**src/rtl/io_pkg.sv**
```systemverilog
// Shared types and default widths for the console I/O and halt sequencer.
package io_pkg;

    localparam int unsigned DataWDefault     = 32;
    localparam int unsigned SwWDefault       = 16;
    localparam int unsigned DebounceDefault  = 16;

    typedef enum logic [1:0] {
        StIdle    = 2'd0,
        StWaitIn  = 2'd1,
        StCapture = 2'd2,
        StHalted  = 2'd3
    } io_state_e;

endpackage

```
**src/rtl/io_debounce.sv**
```systemverilog
// Counter-based level filter for the synchronised confirm button.
// Only built when IO_DEBOUNCE_EN is defined.
`ifdef IO_DEBOUNCE_EN
module io_debounce #(
    parameter int unsigned Cycles = 16
) (
    input  logic clock,
    input  logic reset,
    input  logic sig_i,
    output logic sig_o
);

    localparam int unsigned CntW = $clog2(Cycles + 1);

    logic [CntW-1:0] cnt_q;
    logic            level_q;

    // The level follows the input only after Cycles consecutive disagreeing samples.
    always_ff @(posedge clock) begin
        if (reset) begin
            cnt_q   <= '0;
            level_q <= 1'b0;
        end else if (sig_i != level_q) begin
            if (cnt_q == CntW'(Cycles - 1)) begin
                level_q <= sig_i;
                cnt_q   <= '0;
            end else begin
                cnt_q <= cnt_q + 1'b1;
            end
        end else begin
            cnt_q <= '0;
        end
    end

    assign sig_o = level_q;

endmodule
`endif

```
**src/rtl/io_unit.sv**
```systemverilog
// Console I/O and halt sequencer: stalls Input until operator confirmation, latches Output.
// Define IO_DEBOUNCE_EN to insert io_debounce between the synchroniser and the edge detector.
module io_unit
    import io_pkg::*;
#(
    parameter int unsigned DATA_W          = DataWDefault,
    parameter int unsigned SW_W            = SwWDefault,
    parameter int unsigned DEBOUNCE_CYCLES = DebounceDefault
) (
    input  logic              clock,
    input  logic              reset,
    input  logic              input_flag,
    input  logic              output_flag,
    input  logic              halt,
    input  logic [SW_W-1:0]   switches,
    input  logic              confirm_btn,
    input  logic [DATA_W-1:0] out_data,
    output logic [DATA_W-1:0] in_data,
    output logic              in_valid,
    output logic              stall,
    output logic [DATA_W-1:0] display,
    output logic              display_valid,
    output logic              waiting_input,
    output logic              halted
);

    if (SW_W > DATA_W || DEBOUNCE_CYCLES == 0) begin : gen_bad_cfg
        $error("io_unit: SW_W must not exceed DATA_W and DEBOUNCE_CYCLES must be nonzero");
    end

    logic sync1_q;
    logic btn_s_q;
    logic btn_l;
    logic btn_d_q;
    logic press;

    always_ff @(posedge clock) begin
        if (reset) begin
            sync1_q <= 1'b0;
            btn_s_q <= 1'b0;
            btn_d_q <= 1'b0;
        end else begin
            sync1_q <= confirm_btn;
            btn_s_q <= sync1_q;
            btn_d_q <= btn_l;
        end
    end

`ifdef IO_DEBOUNCE_EN
    io_debounce #(
        .Cycles (DEBOUNCE_CYCLES)
    ) u_debounce (
        .clock (clock),
        .reset (reset),
        .sig_i (btn_s_q),
        .sig_o (btn_l)
    );
`else
    assign btn_l = btn_s_q;
`endif

    assign press = btn_l & ~btn_d_q;

    io_state_e         state_q, state_d;
    logic [DATA_W-1:0] in_data_q, in_data_d;
    logic [DATA_W-1:0] display_q, display_d;
    logic              display_valid_q, display_valid_d;

    always_comb begin
        state_d         = state_q;
        in_data_d       = in_data_q;
        display_d       = display_q;
        display_valid_d = display_valid_q;
        stall           = 1'b0;
        unique case (state_q)
            StIdle: begin
                // Halt beats Input beats Output.
                if (halt) begin
                    state_d = StHalted;
                    stall   = 1'b1;
                end else if (input_flag) begin
                    state_d = StWaitIn;
                    stall   = 1'b1;
                end else if (output_flag) begin
                    display_d       = out_data;
                    display_valid_d = 1'b1;
                end
            end
            StWaitIn: begin
                stall = 1'b1;
                if (press) begin
                    in_data_d = DATA_W'(switches);
                    state_d   = StCapture;
                end
            end
            // Commit cycle: back to idle even though input_flag is still high.
            StCapture: state_d = StIdle;
            StHalted:  stall   = 1'b1;
            default:   state_d = StIdle;
        endcase
    end

    always_ff @(posedge clock) begin
        if (reset) begin
            state_q         <= StIdle;
            in_data_q       <= '0;
            display_q       <= '0;
            display_valid_q <= 1'b0;
        end else begin
            state_q         <= state_d;
            in_data_q       <= in_data_d;
            display_q       <= display_d;
            display_valid_q <= display_valid_d;
        end
    end

    assign in_data       = in_data_q;
    assign in_valid      = (state_q == StCapture);
    assign display       = display_q;
    assign display_valid = display_valid_q;
    assign waiting_input = (state_q == StWaitIn);
    assign halted        = (state_q == StHalted);

endmodule

```
**config.mk**
```make
export PLATFORM = sky130hd
export DESIGN_NAME = io_unit
export DESIGN_NICKNAME = d
export VERILOG_FILES = /design/src/rtl/io_pkg.sv /design/src/rtl/io_debounce.sv /design/src/rtl/io_unit.sv
export SDC_FILE = /design/constraint.sdc
export NUM_CORES = 1
export LEC_CHECK = 0
export BUFFER_PORTS_ARGS = -buffer_cell sky130_fd_sc_hd__buf_4
export CORE_MARGIN = 2
export CORE_UTILIZATION = 48
export CTS_BUF_LIST = sky130_fd_sc_hd__clkbuf_8
export CTS_CLUSTER_SIZE = 14
export DETAILED_ROUTE_END_ITERATION = 16
export PLACE_DENSITY = 0.88
export SKIP_CTS_REPAIR_TIMING = 1
export SLEW_MARGIN = 10
export SYNTH_ARGS = -nofsm -noshare
export SYNTH_HDL_FRONTEND = slang
export SYNTH_SLANG_ARGS = --single-unit
export TNS_END_PERCENT = 20
```
**constraint.sdc**
```tcl
create_clock -name clock -period 3.09 [get_ports clock]
set_input_delay 0.309 -clock clock [delete_from_list [all_inputs] [get_ports clock]]
set_output_delay 0.309 -clock clock [all_outputs]
set_load 0.03 [all_outputs]
```
== Word-level counts from Yosys, hierarchy flattened ==
Cells that the tools add are included.

* Register bits: 54
* Word-level logic and storage cells: 29

* Equal/unequal tests: 5
* Multiplexer cells: 7
* Bitwise operators: 4
* Reduce and logical (&&, ||, !) cells: 6

{| class="wikitable"
|+ Operators by type and width
! kind !! count
|-
| 2-to-1 mux 2 bit || 3
|-
| case mux 2 bit (3 select lines) || 1
|-
| equality test 2 bit (second input constant) || 2
|-
| AND reduction 4 bit || 1
|-
| != test 3 bit (second input constant) || 1
|-
| NOT 1 bit || 3
|-
| AND reduction 3 bit || 1
|-
| nonzero test 3 bit || 1
|-
| equality test 2 x 1 -> 1 bit (second input constant) || 1
|-
| zero test 2 bit || 1
|-
| 2-to-1 mux 1 bit || 2
|-
| != test 2 x 1 -> 1 bit (second input constant) || 1
|-
| case mux 1 bit (2 select lines) || 1
|-
| AND reduction 2 bit || 1
|-
| OR reduction 2 bit || 1
|-
| AND 1 bit || 1
|}

== Logic depth before layout (Yosys ltp) ==
Gate-level depths: netlist of the first run.

* Word-level depth: 4
* Depth in mapped cells: 7
* Gate-level depth less buffers: 5

== Worst setup path before layout of the first run ==
OpenSTA, ideal clock, no wires.

* Kind: register -> output
* Start: register state_q[1]
* End: output stall
* Arrival time: 1383 ps
* Data required time: 2781 ps
* Setup slack: 1398 ps
* Cell stages (with the launch flop): 5
* Buffers on the path: 0
* Cells stage by stage: dfxtp_1 > inv_1 > ha_1 > nor2_1 > a21oi_1

* Longest elaborated chain between the ends: 3

{| class="wikitable"
|+ RTL lines
! element !! line !! text
|-
| from (decl) || io_unit.sv:64 || <nowiki>io_state_e state_q, state_d;</nowiki>
|-
| from (signal assigned) || io_unit.sv:105 || <nowiki>state_q <= StIdle;</nowiki>
|-
| from (signal assigned) || io_unit.sv:110 || <nowiki>state_q <= state_d;</nowiki>
|-
| equality test 2 x 1 -> 1 bit || - ||
|-
| via waiting_input || io_unit.sv:23 || <nowiki>output logic waiting_input,</nowiki>
|-
| OR reduction 2 bit (no line) || - ||
|-
| case mux 1 bit (2 select lines) || io_unit.sv:75 || <nowiki>unique case (state_q)</nowiki>
|-
| to (decl) || io_unit.sv:20 || <nowiki>output logic stall,</nowiki>
|}

The timed path passes the listed nets, and every way through them passes these cells.

== Final worst setup path of the first run ==
* Start: register state_q[1]
* End: register display_q[16] (netlist: display[16])

* Longest elaborated chain between the ends: 2

{| class="wikitable"
|+ RTL lines
! element !! line !! text
|-
| zero test 2 bit || io_unit.sv:75 ||
|-
| AND reduction 4 bit (no line) || - ||
|-
| to (signal assigned) || io_unit.sv:112 || <nowiki>display_q <= display_d;</nowiki>
|-
| to (decl) || io_unit.sv:66 || <nowiki>logic [DATA_W-1:0] display_q, display_d;</nowiki>
|}

Every way passes these cells.
A chain may end at the register's enable or synchronous reset.

==> results of run 1 <==
[power groups by stage]
stage,clock [mW],combinational [mW],sequential (mW)
floorplan,0,0.306,0.853
global placement,0,0.518,0.786
detailed placement,0,0.528,0.790
CTS,0.561,0.529,0.774
global route,0.587,0.572,0.778
finish,0.545,0.526,0.773
[cell type report]
| type | count | area [um2] | area share, % |
|---|---|---|---|
| clock buffer | 5 | 68.82 | 2.323 |
| clock inverter | 3 | 68.82 | 2.323 |
| inverter | 3 | 11.26 | 0.3801 |
| multi-input combinational | 184 | 857.1 | 28.93 |
| sequential | 54 | 1081 | 36.49 |
| tap | 52 | 65.06 | 2.196 |
| timing repair buffer | 108 | 810.8 | 27.36 |
[worst min-delay path, cell delays in order]
cell,delay (ns)
buf_4,0.11
nand2_1,0.04
a21oi_1,0.05
[layout by cell type (no fill, tap or decap), drive strengths merged, types with 3 or more instances in the layout]
cell type,instances
inv,3
ha,4
buf,108
nor2,3
a21oi,49
dfxtp,54
nand2,96
conb,16
clkbuf,5
nor2b,3
[flip-flops by register name, summed over array words and instances, names as in the netlist]
signal / count
btn_l: 1
btn_d_q: 1
in_data: 16
state_q: 2
display_valid: 1
sync1_q: 1
display: 32
[layer usage]
metal,track usage (%),vias to the layer above,share of wire [%]
met5,0,-,0
met4,5.660,0,0.70
met3,6.553,5,9.3
met2,34.28,85,49
met1,24.50,859,40
li1,-,992,-
[path summary, 6_finish.rpt]
check,start,to,slack [ns],cells past startpoint
max,state_q[1],display[16],1.14,6
min,out_data[29],display[29],0.24,3
max reg2reg,state_q[1],display[16],1.14,6
min reg2reg,in_data[10],in_data[10],0.46,2
[cells by family after synthesis]
logic type	synth area share [%]
other cells	0.1765
compound gates	14.25
fa+ha+maj	2.356
simple gates	20.91
buf+inv	11.42
flops	50.88
==> impl_metrics.env, run 1 <==
export IMPL_cts_sinks=54
export IMPL_relSlewSlack_pct=48.37
export IMPL_critPathRequiredTime_ns=3.32
export IMPL_avgSynthCellArea_um2=8.203
export IMPL_ios=123
export IMPL_fin_skew_ns=0.007960
export IMPL_drt_iter0_markers=80
export IMPL_track_usage_pct=20.08
export IMPL_cts_buffers=5
export IMPL_dp_cells=401
export IMPL_yosys_warnings=0
export IMPL_min_period_over_period_pct=63.24
export IMPL_area_growth_pct=39.46
export IMPL_cp_cell_sequence="inv_1 -> ha_1 -> and4bb_1 -> buf_4 -> nand2_1 -> a21oi_1"
export IMPL_critPathMaxStageDelay_ns=0.72
export IMPL_cts_max_level=2
export IMPL_drive_gt1_share_pct=32.77
export IMPL_fin_util_pct=69.00
export IMPL_gr_total_overflow=0
export IMPL_fp_dieW_um=70.53
export IMPL_wl_um=4852
export IMPL_path_clk_slew_ns=0.10
export IMPL_power_frac_seq_pct=41.9
export IMPL_port_buffers=106
export IMPL_worstPathBufferInverterCount=2
export IMPL_p_clk_share_pct=29.6
export IMPL_crit_arrival_ns=2.18
export IMPL_pre_cts_slack_ns=1.113
export IMPL_worst_slew_pin_slew_ns=0.7745
export IMPL_setup_viol=0
export IMPL_yosysSeqAreaShare_pct=50.88
export IMPL_final_hold_viol_count=0
export IMPL_synth_top_area_cell="dfxtp_1"
export IMPL_diodes=0
export IMPL_via_per_inst=4.746
export IMPL_root_buffer="clkbuf_8"
export IMPL_synth_top_area_share_pct=50.88
export IMPL_min_path_type="input port to flop"
export IMPL_rsz0062_at_grt="no"
export IMPL_p_leak_nw=1.307
export IMPL_antenna_found_initial=0
export IMPL_cts_max_path_buffers=2
export IMPL_synth_edf_count=0
export IMPL_cp_slowest_cell="and4bb_1"
export IMPL_fin_area_um2=2963
export IMPL_dieArea_um2=4974
export IMPL_dpl_hpwl_um=3556
export IMPL_yosys_top_cells_count="nand2_1 (96), dfxtp_1 (54), a21oi_1 (49), buf_4 (19), buf_2 (5)"
export IMPL_firstDrtPassIters=4
export IMPL_place_gp_congestion=0.7634
export IMPL_drc=0
export IMPL_yosysMostFrequentCell="nand2_1"
export IMPL_power_internal_mw=1.270
export IMPL_drtAntennaViolNets=0
export IMPL_outcome="finished, final reports clean"
export IMPL_netlist_area_um2=2125
export IMPL_comb_power_share_pct=28.5
export IMPL_grt_pass1_wl_um=8073
export IMPL_start_util_pct=49.48
export IMPL_final_max_slew_viol_count=0
export IMPL_clk_latency_ns=0.30
export IMPL_fin_hold_ws_ns=0.2440
export IMPL_grt_max_degree=55
export IMPL_placed_area_um2=2825
export IMPL_synthArstFlopShare_pct=0
export IMPL_maxCapViolCount=0
export IMPL_stdcell_count=409
export IMPL_fin_crit_ns=1.954
export IMPL_synth_cell_types=24
export IMPL_critical_path_top_delay_family="simple AND/OR/NAND/NOR gates"
export IMPL_ys_seq_elements=54
export IMPL_p_total_mw=1.844
export IMPL_synthFlopType="dfxtp_1"
export IMPL_core_area_um2=4294
export IMPL_tns_ns=0
export IMPL_fin_nets=414
export IMPL_cp_start_kind="flop"
export IMPL_p_switching_uw=574.6
export IMPL_die_height_um=70.53
export IMPL_rows=24
export IMPL_cts_tree="done"
export IMPL_crit_fanout=22
export IMPL_yosys_top_cells_area="dfxtp_1 (51%), nand2_1 (17%), a21oi_1 (12%)"
export IMPL_power_density_nw_per_um2=622.5
export IMPL_wl_per_cell_um=11.86
export IMPL_fmaxAchievable_mhz=511.7
export IMPL_fillers=363
export IMPL_syn_instance_count=259
export IMPL_grt_pass1_vias=1840
export IMPL_switching_share_pct=31.15
export IMPL_fin_ws_ns=1.136
export IMPL_peakVddDrop_mv=0.4070
export IMPL_end_kind="flop"
export IMPL_vias=1941
export IMPL_worst_setup_path_type="flop to flop"
(Power assumes the default switching activity.)
==> run 2: changes to the inputs <==
--- a/config.mk
+++ b/config.mk
@@ -7,11 +7,11 @@
 export LEC_CHECK = 0
 export BUFFER_PORTS_ARGS = -buffer_cell sky130_fd_sc_hd__buf_4
 export CORE_MARGIN = 2
-export CORE_UTILIZATION = 48
+export CORE_UTILIZATION = 45
 export CTS_BUF_LIST = sky130_fd_sc_hd__clkbuf_8
 export CTS_CLUSTER_SIZE = 14
 export DETAILED_ROUTE_END_ITERATION = 16
-export PLACE_DENSITY = 0.88
+export PLACE_DENSITY = 0.83
 export SKIP_CTS_REPAIR_TIMING = 1
 export SLEW_MARGIN = 10
 export SYNTH_ARGS = -nofsm -noshare
==> constraint.sdc (replaced) <==
create_clock -name clock -period 1.8 [get_ports clock]
set_input_delay 0.18 -clock clock [delete_from_list [all_inputs] [get_ports clock]]
set_output_delay 0.18 -clock clock [all_outputs]
set_load 0.03 [all_outputs]
==> run 2 against run 1 <==
Effect of this change: routed wire length up 2.9%; non-clock buffer count up 3; utilization down 1.3 points; first-iteration DRC count down 29%; via count up 0.52%; sequential power up 72%; clock skew down 0.0034 ns; count of clock-buffer cells in the layout up 1; sequential share of layout area down 0.53 points; total power up 75%; clock power up 78%; critical endpoint is now stall; largest power group unchanged; highest routed layer unchanged.
==> impl_metrics.env, run 2 (synthesis results as in run 1) <==
export IMPL_gr_total_overflow=0
export IMPL_relSlewSlack_pct=62.91
export IMPL_area_growth_pct=41.52
export IMPL_cts_max_level=2
export IMPL_dieArea_um2=5287
export IMPL_most_common_layout_cells="buf_4 (109), nand2_1 (96), dfxtp_1 (54)"
export IMPL_rsz0062_at_grt="no"
export IMPL_critPathMaxStageDelay_ns=0.34
export IMPL_setup_viol=0
export IMPL_root_buffer="clkbuf_8"
export IMPL_cp_start_kind="flop"
export IMPL_fin_area_um2=3007
export IMPL_power_density_nw_per_um2=1072
export IMPL_port_buffers=106
export IMPL_cp_slowest_cell="dfxtp_1"
export IMPL_fin_hold_ws_ns=0.1024
export IMPL_place_gp_congestion=0.8205
export IMPL_final_hold_viol_count=0
export IMPL_via_per_inst=4.735
export IMPL_diodes=0
export IMPL_fin_ws_ns=0.2093
export IMPL_vias=1951
export IMPL_crit_arrival_ns=1.41
export IMPL_fin_nets=417
export IMPL_worstPathBufferInverterCount=2
export IMPL_start_util_pct=47.80
export IMPL_core_area_um2=4444
export IMPL_min_period_over_period_pct=88.37
export IMPL_crit_fanout=7
export IMPL_maxCapViolCount=0
export IMPL_firstDrtPassIters=4
export IMPL_end_kind="output pin"
export IMPL_cts_tree="done"
export IMPL_min_from="confirm_btn"
export IMPL_pre_cts_slack_ns=0.1423
export IMPL_stdcell_count=412
export IMPL_cp_cell_sequence="inv_1 -> ha_1 -> nor2_1 -> a21oi_1 -> buf_4"
export IMPL_final_max_slew_viol_count=0
export IMPL_drive_gt1_share_pct=33.33
export IMPL_fin_skew_ns=0.004603
export IMPL_min_path_type="input port to flop"
export IMPL_largest_register_ffs=32
export IMPL_dr_wl_met2_um=2426
export IMPL_drtAntennaViolNets=0
export IMPL_critical_path_top_delay_family="flip-flops"
export IMPL_ios=123
export IMPL_track_usage_pct=18.43
export IMPL_grt_pass1_vias=1840
export IMPL_peakVddDrop_mv=0.6589
export IMPL_antenna_found_initial=0
export IMPL_fp_dieW_um=72.71
export IMPL_drc=0
export IMPL_outcome="finished, final reports clean"
export IMPL_met1_length_um=1945
export IMPL_worst_setup_path_type="flop to output pin"
export IMPL_tns_ns=0
export IMPL_timing_rr_start="state_q[1]"
export IMPL_critPathRequiredTime_ns=1.62
export IMPL_cts_buffers=5
export IMPL_wl_per_cell_um=12.12
export IMPL_rows=24
export IMPL_fillers=411
export IMPL_worst_slew_pin_slew_ns=0.5563
export IMPL_placed_area_um2=2845
export IMPL_grt_max_degree=55
export IMPL_fin_crit_ns=1.591
export IMPL_die_height_um=72.71
export IMPL_final_common_cell="buf_4"
export IMPL_fmaxAchievable_mhz=628.6
export IMPL_clk_latency_ns=0.30
export IMPL_wl_met3_um=562
export IMPL_drt_iter0_markers=57
export IMPL_top_layer="met4"
export IMPL_cts_max_path_buffers=2
export IMPL_dpl_hpwl_um=3619
export IMPL_path_clk_slew_ns=0.09
export IMPL_p_leak_nw=1.331
export IMPL_cts_sinks=54
export IMPL_grt_pass1_wl_um=7755
export IMPL_dp_cells=402
export IMPL_wl_um=4992
export IMPL_crit_start="state_q[1]"
[run 2: changes by cell type in the layout (fill, tap and decap cells not counted)]
cell / delta
buf_12: +1
buf_4: +1
buf_6: +1
clkbuf_8: +1
clkinv_4: -1
[run 2: power breakdown]
part	internal [mW]	switching, mW
Sequential	1.28	0.0494
Combinational	0.359	0.567
Clock	0.593	0.377
Total	2.23	0.993
[run 2: stage by stage]
| stage | power, mW | utilization, % |
|---|---|---|
| after floorplan | 1.991 | - |
| after global placement | 2.253 | 64.02 |
| after detailed placement | 2.276 | 64.02 |
| after CTS | 3.248 | 67.23 |
| after global routing | 3.374 | 67.65 |
| final | 3.223 | 67.65 |
[run 2: layer usage]
metal	GRT usage, %	up-vias
met4	5.556	0
li1	-	1001
met1	19.46	848
met5	0	-
met2	33.84	95
met3	6.906	7
[run 2: area by class of cell]
cell class / instances / area, um2 / area share (%)
Sequential cell: 54 / 1081 / 35.96
Multi-Input combinational cell: 184 / 857.1 / 28.51
Timing Repair Buffer: 111 / 849.6 / 28.26
Clock buffer: 6 / 82.58 / 2.747
Tap cell: 52 / 65.06 / 2.164
Clock inverter: 2 / 60.06 / 1.998
Inverter: 3 / 11.26 / 0.3745
[run 2: worst paths after layout]
path | end | slack (ns) | depth (start not counted)
setup / recovery | stall | 0.21 | 5
hold reg to reg | btn_l | 0.45 | 1
hold / removal | sync1_q | 0.10 | 2
setup reg to reg | display[7] | 0.23 | 6
[run 2: worst reg2reg max path: stages (launching register included)]
cell and delay, ns:
dfxtp_1 0.34, inv_1 0.11, ha_1 0.20, and4bb_1 0.37, buf_6 0.26, nand2_1 0.09
a21oi_1 0.12
